<file path="config.mk">
export PLATFORM = sky130hd
export DESIGN_NAME = writeback_buffer
export DESIGN_NICKNAME = d
export VERILOG_FILES = /design/src/rtl/writeback_buffer.sv
export SDC_FILE = /design/constraint.sdc
export NUM_CORES = 1
export LEC_CHECK = 0
export BUFFER_PORTS_ARGS = -buffer_cell sky130_fd_sc_hd__buf_4
export CELL_PAD_IN_SITES_DETAIL_PLACEMENT = 0
export CELL_PAD_IN_SITES_GLOBAL_PLACEMENT = 1
export CORE_AREA = 2 2 249 300
export DETAILED_ROUTE_END_ITERATION = 16
export DIE_AREA = 0 0 251 302
export HOLD_SLACK_MARGIN = 0.03
export PLACE_DENSITY_LB_ADDON = 0.15
export SKIP_LAST_GASP = 1
export SYNTH_ARGS = -nofsm -noshare
export SYNTH_HDL_FRONTEND = slang
export SYNTH_SLANG_ARGS = --single-unit
</file>
<file path="constraint.sdc">
create_clock -name clk -period 32.2 [get_ports clk]
set_input_delay 1.61 -clock clk [delete_from_list [all_inputs] [get_ports clk]]
set_output_delay 1.61 -clock clk [all_outputs]
set_load 0.005 [all_outputs]
</file>
<file path="src/rtl/writeback_buffer.sv">
// Write-back victim buffer: holds evicted dirty blocks in FIFO order, coalesces
// re-evictions in place, serves miss lookups, and drains to memory one block at a time.
module writeback_buffer #(
    parameter int unsigned ADDR_WIDTH      = 12,
    parameter int unsigned WORD_WIDTH      = 32,
    parameter int unsigned BLOCK_SIZE      = 2,
    parameter int unsigned DEPTH           = 4,
    parameter int unsigned DRAIN_THRESHOLD = 1
) (
    input  logic                             clk,
    input  logic                             rst,
    input  logic                             push_valid,
    output logic                             push_ready,
    input  logic [ADDR_WIDTH-1:0]            push_addr,
    input  logic [BLOCK_SIZE*WORD_WIDTH-1:0] push_data,
    input  logic [ADDR_WIDTH-1:0]            lookup_addr,
    output logic                             lookup_hit,
    output logic [BLOCK_SIZE*WORD_WIDTH-1:0] lookup_data,
    output logic                             mem_cs,
    output logic                             mem_rw,
    output logic [ADDR_WIDTH-1:0]            mem_addr,
    output logic [BLOCK_SIZE*WORD_WIDTH-1:0] mem_data,
    input  logic                             mem_ack,
    input  logic                             flush,
    output logic                             flush_done,
    output logic                             empty,
    output logic                             full,
    output logic [$clog2(DEPTH+1)-1:0]       count
);

    localparam int unsigned OFFSET_WIDTH = $clog2(BLOCK_SIZE);
    localparam int unsigned DATA_W       = BLOCK_SIZE * WORD_WIDTH;
    localparam int unsigned PTR_W        = $clog2(DEPTH);
    localparam int unsigned CNT_W        = $clog2(DEPTH + 1);
    localparam logic [ADDR_WIDTH-1:0] BLK_MASK =
        ~ADDR_WIDTH'((64'd1 << OFFSET_WIDTH) - 64'd1);

    typedef enum logic {
        IDLE,
        WRITE
    } state_e;

    state_e                  state_q, state_d;
    logic [DEPTH-1:0]        valid_q, valid_d;
    logic [ADDR_WIDTH-1:0]   addr_q [DEPTH];
    logic [ADDR_WIDTH-1:0]   addr_d [DEPTH];
    logic [DATA_W-1:0]       data_q [DEPTH];
    logic [DATA_W-1:0]       data_d [DEPTH];
    logic [PTR_W-1:0]        head_q, head_d, tail_q, tail_d;
    logic [CNT_W-1:0]        count_q, count_d;
    logic                    flushing_q, flushing_d;
    logic                    flush_done_q, flush_done_d;
    logic [ADDR_WIDTH-1:0]   mem_addr_q, mem_addr_d;
    logic [DATA_W-1:0]       mem_data_q, mem_data_d;

    logic [ADDR_WIDTH-1:0]   push_blk, look_blk;
    logic [PTR_W-1:0]        idx, coal_idx, look_idx;
    logic                    coal_hit, look_hit;
    logic                    push_fire, append, pop, drain_go;

    function automatic logic [PTR_W-1:0] ptr_inc(input logic [PTR_W-1:0] p);
        return (32'(p) == DEPTH - 1) ? '0 : p + 1'b1;
    endfunction

    // Scan from head to tail so the newest matching entry wins.
    always_comb begin
        push_blk = push_addr & BLK_MASK;
        look_blk = lookup_addr & BLK_MASK;
        idx      = '0;
        coal_hit = 1'b0;
        coal_idx = '0;
        look_hit = 1'b0;
        look_idx = '0;
        for (int unsigned k = 0; k < DEPTH; k++) begin
            idx = PTR_W'((32'(head_q) + k) % DEPTH);
            if (valid_q[idx] && addr_q[idx] == push_blk &&
                !(state_q == WRITE && k == 0)) begin
                coal_hit = 1'b1;
                coal_idx = idx;
            end
            if (valid_q[idx] && addr_q[idx] == look_blk) begin
                look_hit = 1'b1;
                look_idx = idx;
            end
        end
    end

    assign empty       = (count_q == '0);
    assign full        = (count_q == CNT_W'(DEPTH));
    assign count       = count_q;
    assign push_ready  = !flushing_q && (!full || coal_hit);
    assign push_fire   = push_valid && push_ready;
    assign append      = push_fire && !coal_hit;
    assign pop         = (state_q == WRITE) && mem_ack;
    assign drain_go    = (state_q == IDLE) && !empty &&
                         (count_q >= CNT_W'(DRAIN_THRESHOLD) || flushing_q);

    assign lookup_hit  = look_hit;
    assign lookup_data = look_hit ? data_q[look_idx] : '0;
    assign mem_cs      = (state_q == WRITE);
    assign mem_rw      = (state_q == WRITE);
    assign mem_addr    = mem_addr_q;
    assign mem_data    = mem_data_q;
    assign flush_done  = flush_done_q;

    always_comb begin
        state_d      = state_q;
        valid_d      = valid_q;
        addr_d       = addr_q;
        data_d       = data_q;
        head_d       = head_q;
        tail_d       = tail_q;
        flushing_d   = flushing_q;
        flush_done_d = 1'b0;
        mem_addr_d   = mem_addr_q;
        mem_data_d   = mem_data_q;

        if (push_fire && coal_hit) begin
            data_d[coal_idx] = push_data;
        end
        if (append) begin
            valid_d[tail_q] = 1'b1;
            addr_d[tail_q]  = push_blk;
            data_d[tail_q]  = push_data;
            tail_d          = ptr_inc(tail_q);
        end
        if (pop) begin
            valid_d[head_q] = 1'b0;
            head_d          = ptr_inc(head_q);
        end
        count_d = count_q + CNT_W'(append) - CNT_W'(pop);

        case (state_q)
            IDLE: begin
                if (drain_go) begin
                    state_d    = WRITE;
                    mem_addr_d = addr_q[head_q];
                    // A same-cycle coalesce into the head must reach memory too.
                    mem_data_d = (push_fire && coal_hit && coal_idx == head_q) ?
                                 push_data : data_q[head_q];
                end
            end
            WRITE: begin
                if (mem_ack) begin
                    state_d = IDLE;
                end
            end
            default: state_d = IDLE;
        endcase

        if (flushing_q) begin
            if (empty) begin
                flushing_d   = 1'b0;
                flush_done_d = 1'b1;
            end
        end else if (flush) begin
            if (empty && !append) begin
                flush_done_d = 1'b1;
            end else begin
                flushing_d = 1'b1;
            end
        end
    end

    always_ff @(posedge clk or posedge rst) begin
        if (rst) begin
            state_q      <= IDLE;
            valid_q      <= '0;
            head_q       <= '0;
            tail_q       <= '0;
            count_q      <= '0;
            flushing_q   <= 1'b0;
            flush_done_q <= 1'b0;
            mem_addr_q   <= '0;
            mem_data_q   <= '0;
            for (int unsigned i = 0; i < DEPTH; i++) begin
                addr_q[i] <= '0;
                data_q[i] <= '0;
            end
        end else begin
            state_q      <= state_d;
            valid_q      <= valid_d;
            head_q       <= head_d;
            tail_q       <= tail_d;
            count_q      <= count_d;
            flushing_q   <= flushing_d;
            flush_done_q <= flush_done_d;
            mem_addr_q   <= mem_addr_d;
            mem_data_q   <= mem_data_d;
            for (int unsigned i = 0; i < DEPTH; i++) begin
                addr_q[i] <= addr_d[i];
                data_q[i] <= data_d[i];
            end
        end
    end

endmodule
</file>
# Word-level counts from Yosys, hierarchy flattened
# Index checks and enable logic that the tools add are counted.
[classes]
order_cmp = 17
eq_ne = 12
add_sub_neg = 7
n_bitwise = 11
n_reduce_logical = 32
muxes = 74
[op_table]
columns = ["operator", "n"]
rows = [
  ["bitwise mux 256 bit", 2],
  ["two-way mux 256 bit", 2],
  ["two-way mux 64 bit", 8],
  ["binary-select mux 64 bit (select 2 bit)", 2],
  ["demux 64 bit (select 2 bit)", 2],
  ["two-way mux 12 bit", 9],
  ["binary-select mux 12 bit (select 2 bit)", 4],
  ["== test 12 bit", 8],
  ["bitwise mux 48 bit", 1],
  ["demux 12 bit (select 2 bit)", 1],
  ["two-way mux 1 bit", 24],
  ["logical AND 1 bit", 22],
  [">= comparator 3 bit (second input constant)", 7],
  ["inverter 2 -> 3 bit", 7],
  ["two-way mux 2 bit", 10],
  ["< comparator 2 x 3 -> 1 bit (second input constant)", 5],
  ["binary-select mux 1 bit (select 2 bit)", 4],
  ["two-way mux 4 bit", 2],
  ["adder 2 x 1 -> 2 bit (second input constant)", 3],
  ["logical NOT 1 bit", 6],
  ["< comparator 3 x 1 -> 1 bit (second input constant)", 2],
  ["adder 2 bit (second input constant)", 2],
  ["bitwise AND 4 bit", 1],
  ["demux 1 bit (select 2 bit)", 2],
  ["other kinds (14)", 17],
]
[totals]
output_inout_bits = 150
ff_bits = 394
in_bits = 93
word_cells = 170

# Depth between registers and ports, before layout
[depth]
word_depth = 20
ltp_mapped = 22
ltp_nobuf = 15

# Worst setup path after synthesis
# OpenSTA, ideal clock, no wires.
[synth_path]
path_type = "register to output"
from = "register head_q[0]"
to = "output port lookup_data[0]"
required_time_ns = 30.590
t_arrival_ns = 3.898
path_buffers = 7
slack_ns = 26.692
path_stages_with_launch = 18
path_cell_list = "dfrtp_1 buf_6 buf_6 buf_6 inv_1 ha_1 buf_4 buf_4 mux4_2 xnor2_1 nand4_1 or3_1 a2111oi_2 a211o_2 buf_6 buf_6 mux2i_1 o22ai_1"
[synth_via]
elab_chain_len = 15
word_cells_on_any_way = 48
classes_between = "add/sub: 3; eq/ne: 4; mux: 32; bitwise: 5; reduce/logical: 4"
[synth_lines]
columns = ["item", "line_no", "rtl"]
rows = [
  ["start: declaration", "49", "logic [PTR_W-1:0] head_q, head_d, tail_q, tail_d;"],
  ["start signal: assignment", "169", "head_q <= '0;"],
  ["start signal: assignment", "183", "head_q <= head_d;"],
  ["adder 2 x 1 -> 2 bit or inverter 2 -> 3 bit (tied branches)", "75, 81", ""],
  ["inverter 2 -> 3 bit (implied by the code) or binary-select mux 12 bit (select 2 bit) (tied branches)", "81", "if (valid_q[idx] && addr_q[idx] == look_blk) begin"],
  ["binary-select mux 12 bit (select 2 bit) or two-way mux 12 bit (tied branches)", "81", ""],
  ["two-way mux 12 bit (implied by the code)", "81", ""],
  ["two-way mux 12 bit (implied by the code) or == test 12 bit (tied branches)", "81", ""],
  ["== test 12 bit or logical AND 1 bit (tied branches)", "81", ""],
  ["logical AND 1 bit or two-way mux 2 bit (tied branches)", "81", ""],
  ["two-way mux 2 bit (3 in series)", "81", ""],
  ["inverter 2 -> 3 bit (implied by the code)", "99", "assign lookup_data = look_hit ? data_q[look_idx] : '0;"],
  ["binary-select mux 64 bit (select 2 bit)", "99", ""],
  ["two-way mux 64 bit (implied by the code) (2 in series)", "99", ""],
  ["two-way mux 64 bit *", "99", ""],
  ["end: declaration", "18", "output logic [BLOCK_SIZE*WORD_WIDTH-1:0] lookup_data,"],
]
# Every way passes the cells marked *; elsewhere a longest branch is shown, timed or not. The select of a mux whose other input is x is not followed.

# Worst setup path after layout
[layout_path]
from = "register head_q[0]"
to = "output port lookup_data[49]"
# Same word-level chain as after synthesis.

==> impl_metrics.json <==
{
  "status": "finished, final reports clean",
  "syn_to_final_growth_pct": 17.46,
  "place_congestion": 0.8382,
  "setup_violations": 0,
  "grt_start_max_net_pins": 150,
  "startpoint_type": "flip-flop",
  "dieHeight_microns": 302,
  "cp_slowest_stage_delay_ns": 0.95,
  "vdd_ir_drop_max_mv": 0.06898,
  "synth_ff_type": "dfrtp_1",
  "cts_resized": 0,
  "hold_path_class": "flip-flop to flip-flop",
  "yosysTopAreaCell": "dfrtp_1",
  "grt_antenna_before_repair": 0,
  "cts_tree": "yes",
  "first_iter_violations": 564,
  "nets": 1887,
  "ys_top_cells_by_area": "dfrtp_1 45%, mux4_2 12%, mux2_2 11%",
  "grt_use_total_pct": 17.19,
  "clk_pin_slew_ns": 0.05,
  "regToRegSetupSlack_ns": 25.11,
  "synth.distinct_cells": 55,
  "p_int_mw": 1.681,
  "cp_max_fo": 54,
  "hold_start": "mem_addr[10]",
  "setup_tns_ns": 0,
  "n_antenna_cell": 0,
  "async_reset_ff_share_pct": 100.0,
  "dp_hpwl_microns": 40740,
  "total_power_mw": 2.632,
  "final_util_pct": 34.79,
  "worstSetupEndpointType": "primary output",
  "synth_nets": 1710,
  "clkSinkCount": 389,
  "post_drt_wl_per_cell_microns": 23.62,
  "path_class": "flip-flop to primary output",
  "crit_top_cell": "buf_4",
  "dr_wl_met3_microns": 2327,
  "drc_errors": 0,
  "wl_met2_microns": 32220,
  "io_buffer_count": 239,
  "hold_viol_final": 0,
  "dp_cells": 2677,
  "highest_layer": "met4",
  "synth-edff-count": 0,
  "grt-ovfl-total": 0,
  "clk_latency_ns": 0.58,
  "required_ns": 30.59,
  "met1_length_microns": 28850,
  "p_leak_nw": 10.72,
  "syn_area_per_cell_sq_um": 13.49,
  "antenna_left": 0,
  "grt_pass1_wl_microns": 99060,
  "maxCapViolCount": 0,
  "fmax_mhz": 119.0,
  "startpoint": "head_q[0]",
  "ys_ff_latch": 389,
  "grt_pass1_vias": 15170,
  "ys_seq_area_share_pct": 44.96,
  "netlist_instances": 1605,
  "core-area_sq_um": 73100,
  "initial_utilization_pct": 29.62,
  "drv_slew": 0,
  "instances_no_fill": 2756,
  "vias": 14240,
  "period_minus_slack_ns": 8.404,
  "cp_slowest_cell": "dfrtp_4",
  "power_switching_mw": 0.9510,
  "r2r-start": "head_q[0]",
  "dieArea_sq_um": 75800,
  "synth_area_sq_um": 21650,
  "synth.top_cell.area_share_pct": 44.96,
  "htreeDepth": 2,
  "arrival_ns": 6.79,
  "rows": 109,
  "crit_path_cell_trace": "inv_1, ha_1, buf_4, mux4_2, xnor2_1, nand4_1, or3_1, a2111oi_2, a211o_4, buf_4, mux2i_1, o22ai_1, buf_4",
  "ctsHoldBuffers": 0,
  "comb_power_share_pct": 44.4,
  "swShare_pct": 36.13,
  "post_cts_buffers": 0,
  "ios": 243,
  "cts_made_buffers": 46,
  "clockBufferDepth": 3,
  "holdWs_ns": 0.5083,
  "ctsRootBufferMaster": "clkbuf_16",
  "powerDensity_nw_per_um2": 103.5,
  "pwr-share-seq_pct": 36.4,
  "yosysWarnings": 0,
  "period_share_pct": 26.10,
  "tightest_slew_ns": 1.117,
  "dieWidth_microns": 251,
  "routed_via_density": 5.165,
  "dr.pass1.iters": 4,
  "clock_power_share_pct": 19.2,
  "finClkSkew_ns": 0.01778,
  "grt_setup_unrepaired": "false",
  "routed_wl_microns": 65110,
  "max_slew_margin_pct": 25.55,
  "drive_gt1_share_pct": 37.12
}
## worst paths after layout
check	endpoint	cells past startpoint
max reg2reg	data_q[106]	13
min	mem_addr[10]	1
min in group asynchronous	data_q[138]	2
min reg2reg	mem_addr[10]	1
max in group asynchronous	mem_data[29]	3
max	lookup_data[49]	13
## final cells by class
| cell class | count | area, sq um |
|---|---|---|
| Fill cell | 7185 | 47670 |
| Sequential cell | 389 | 9742 |
| Tap cell | 943 | 1180 |
| Clock buffer | 75 | 1371 |
| Multi-Input combinational cell | 1062 | 11010 |
| Clock inverter | 4 | 63.81 |
| Inverter | 21 | 86.33 |
| Timing Repair Buffer | 262 | 1979 |
## per-layer routing
metal  global-route usage, %  vias up
met3                   2.590       82
met5                       0        -
met4                   5.031        0
li1                        -     6389
met1                   22.36     7475
met2                   29.69      290
## critical path, delay by kind of cell (launching register included)
kind	cells	cell delay [ns]
buffers and inverters	4	1.82
AO/OA/AOI/OAI	3	1.08
flip-flops	1	0.95
multiplexers	2	0.81
AND/OR/NAND/NOR	2	0.62
adder cells (fa/ha/maj)	1	0.41
XOR/XNOR	1	0.29
## through the flow
step	instance area [sq um]	setup WS [ns]
global placement	24000	24.23
detailed placement	24000	24.22
floorplan	21650	19.78
CTS	25430	23.59
global route	25430	23.30
finish	25430	23.80
## flip-flops by register name, summed over array words and instances, names as in the netlist
name	cells
data_q	256
mem_data	64
addr_q	44
mem_addr	11
valid_q	4
count	3
head_q	2
tail_q	2
flush_done	1
flushing_q	1
mem_cs	1
## cell families (layout without fill, tap and decap cells)
family | Yosys count | count (layout) | synth area share, %
AOI/OAI and AO/OA | 165 | 165 | 4.947
adders and majority gates | 12 | 12 | 0.7281
muxes | 625 | 625 | 37.30
xor gates and xnor gates | 91 | 91 | 3.681
buffers and inverters | 154 | 362 | 4.270
and+or+nand+nor | 168 | 168 | 4.097
DFF | 389 | 389 | 44.96
other | 1 | 1 | 0.01732
## power by group through the flow
| stage | combinational [mW] | clock (mW) | sequential, mW |
|---|---|---|---|
| after floorplan | 0.907 | 0 | 0.882 |
| after global placement | 1.18 | 0 | 0.954 |
| after detailed placement | 1.18 | 0 | 0.969 |
| after CTS | 1.19 | 0.529 | 0.961 |
| after global routing | 1.28 | 0.548 | 1.00 |
| final | 1.17 | 0.505 | 0.959 |
## cells in the final DEF (no fill, tap or decap), drive strengths merged, types with 3 or more instances in the layout
cell / count
nor3: 11
nor2b: 4
clkbuf: 75
or4: 5
o21ai: 4
mux2i: 199
dfrtp: 389
and4: 3
inv: 23
ha: 11
xor2: 6
nor4: 7
or3: 3
nand2b: 3
nand3: 4
a21oi: 69
and2: 3
o22ai: 67
nand4: 25
xnor2: 85
nor2: 75
mux4: 111
buf: 262
nand2: 16
mux2: 315
a31oi: 4
a2bb2oi: 4
## cell usage after synthesis (13+ instances only)
master	count
dfrtp_1	389
mux2_2	209
mux2i_1	199
mux4_2	111
mux2_1	96
xnor2_1	85
nor2_1	75
a21oi_1	69
o22ai_1	67
clkbuf_1	59
buf_6	37
nand4_1	25
inv_1	21
nand2_1	16
buf_4	14
buf_2	13
(Power assumes the default switching activity.)
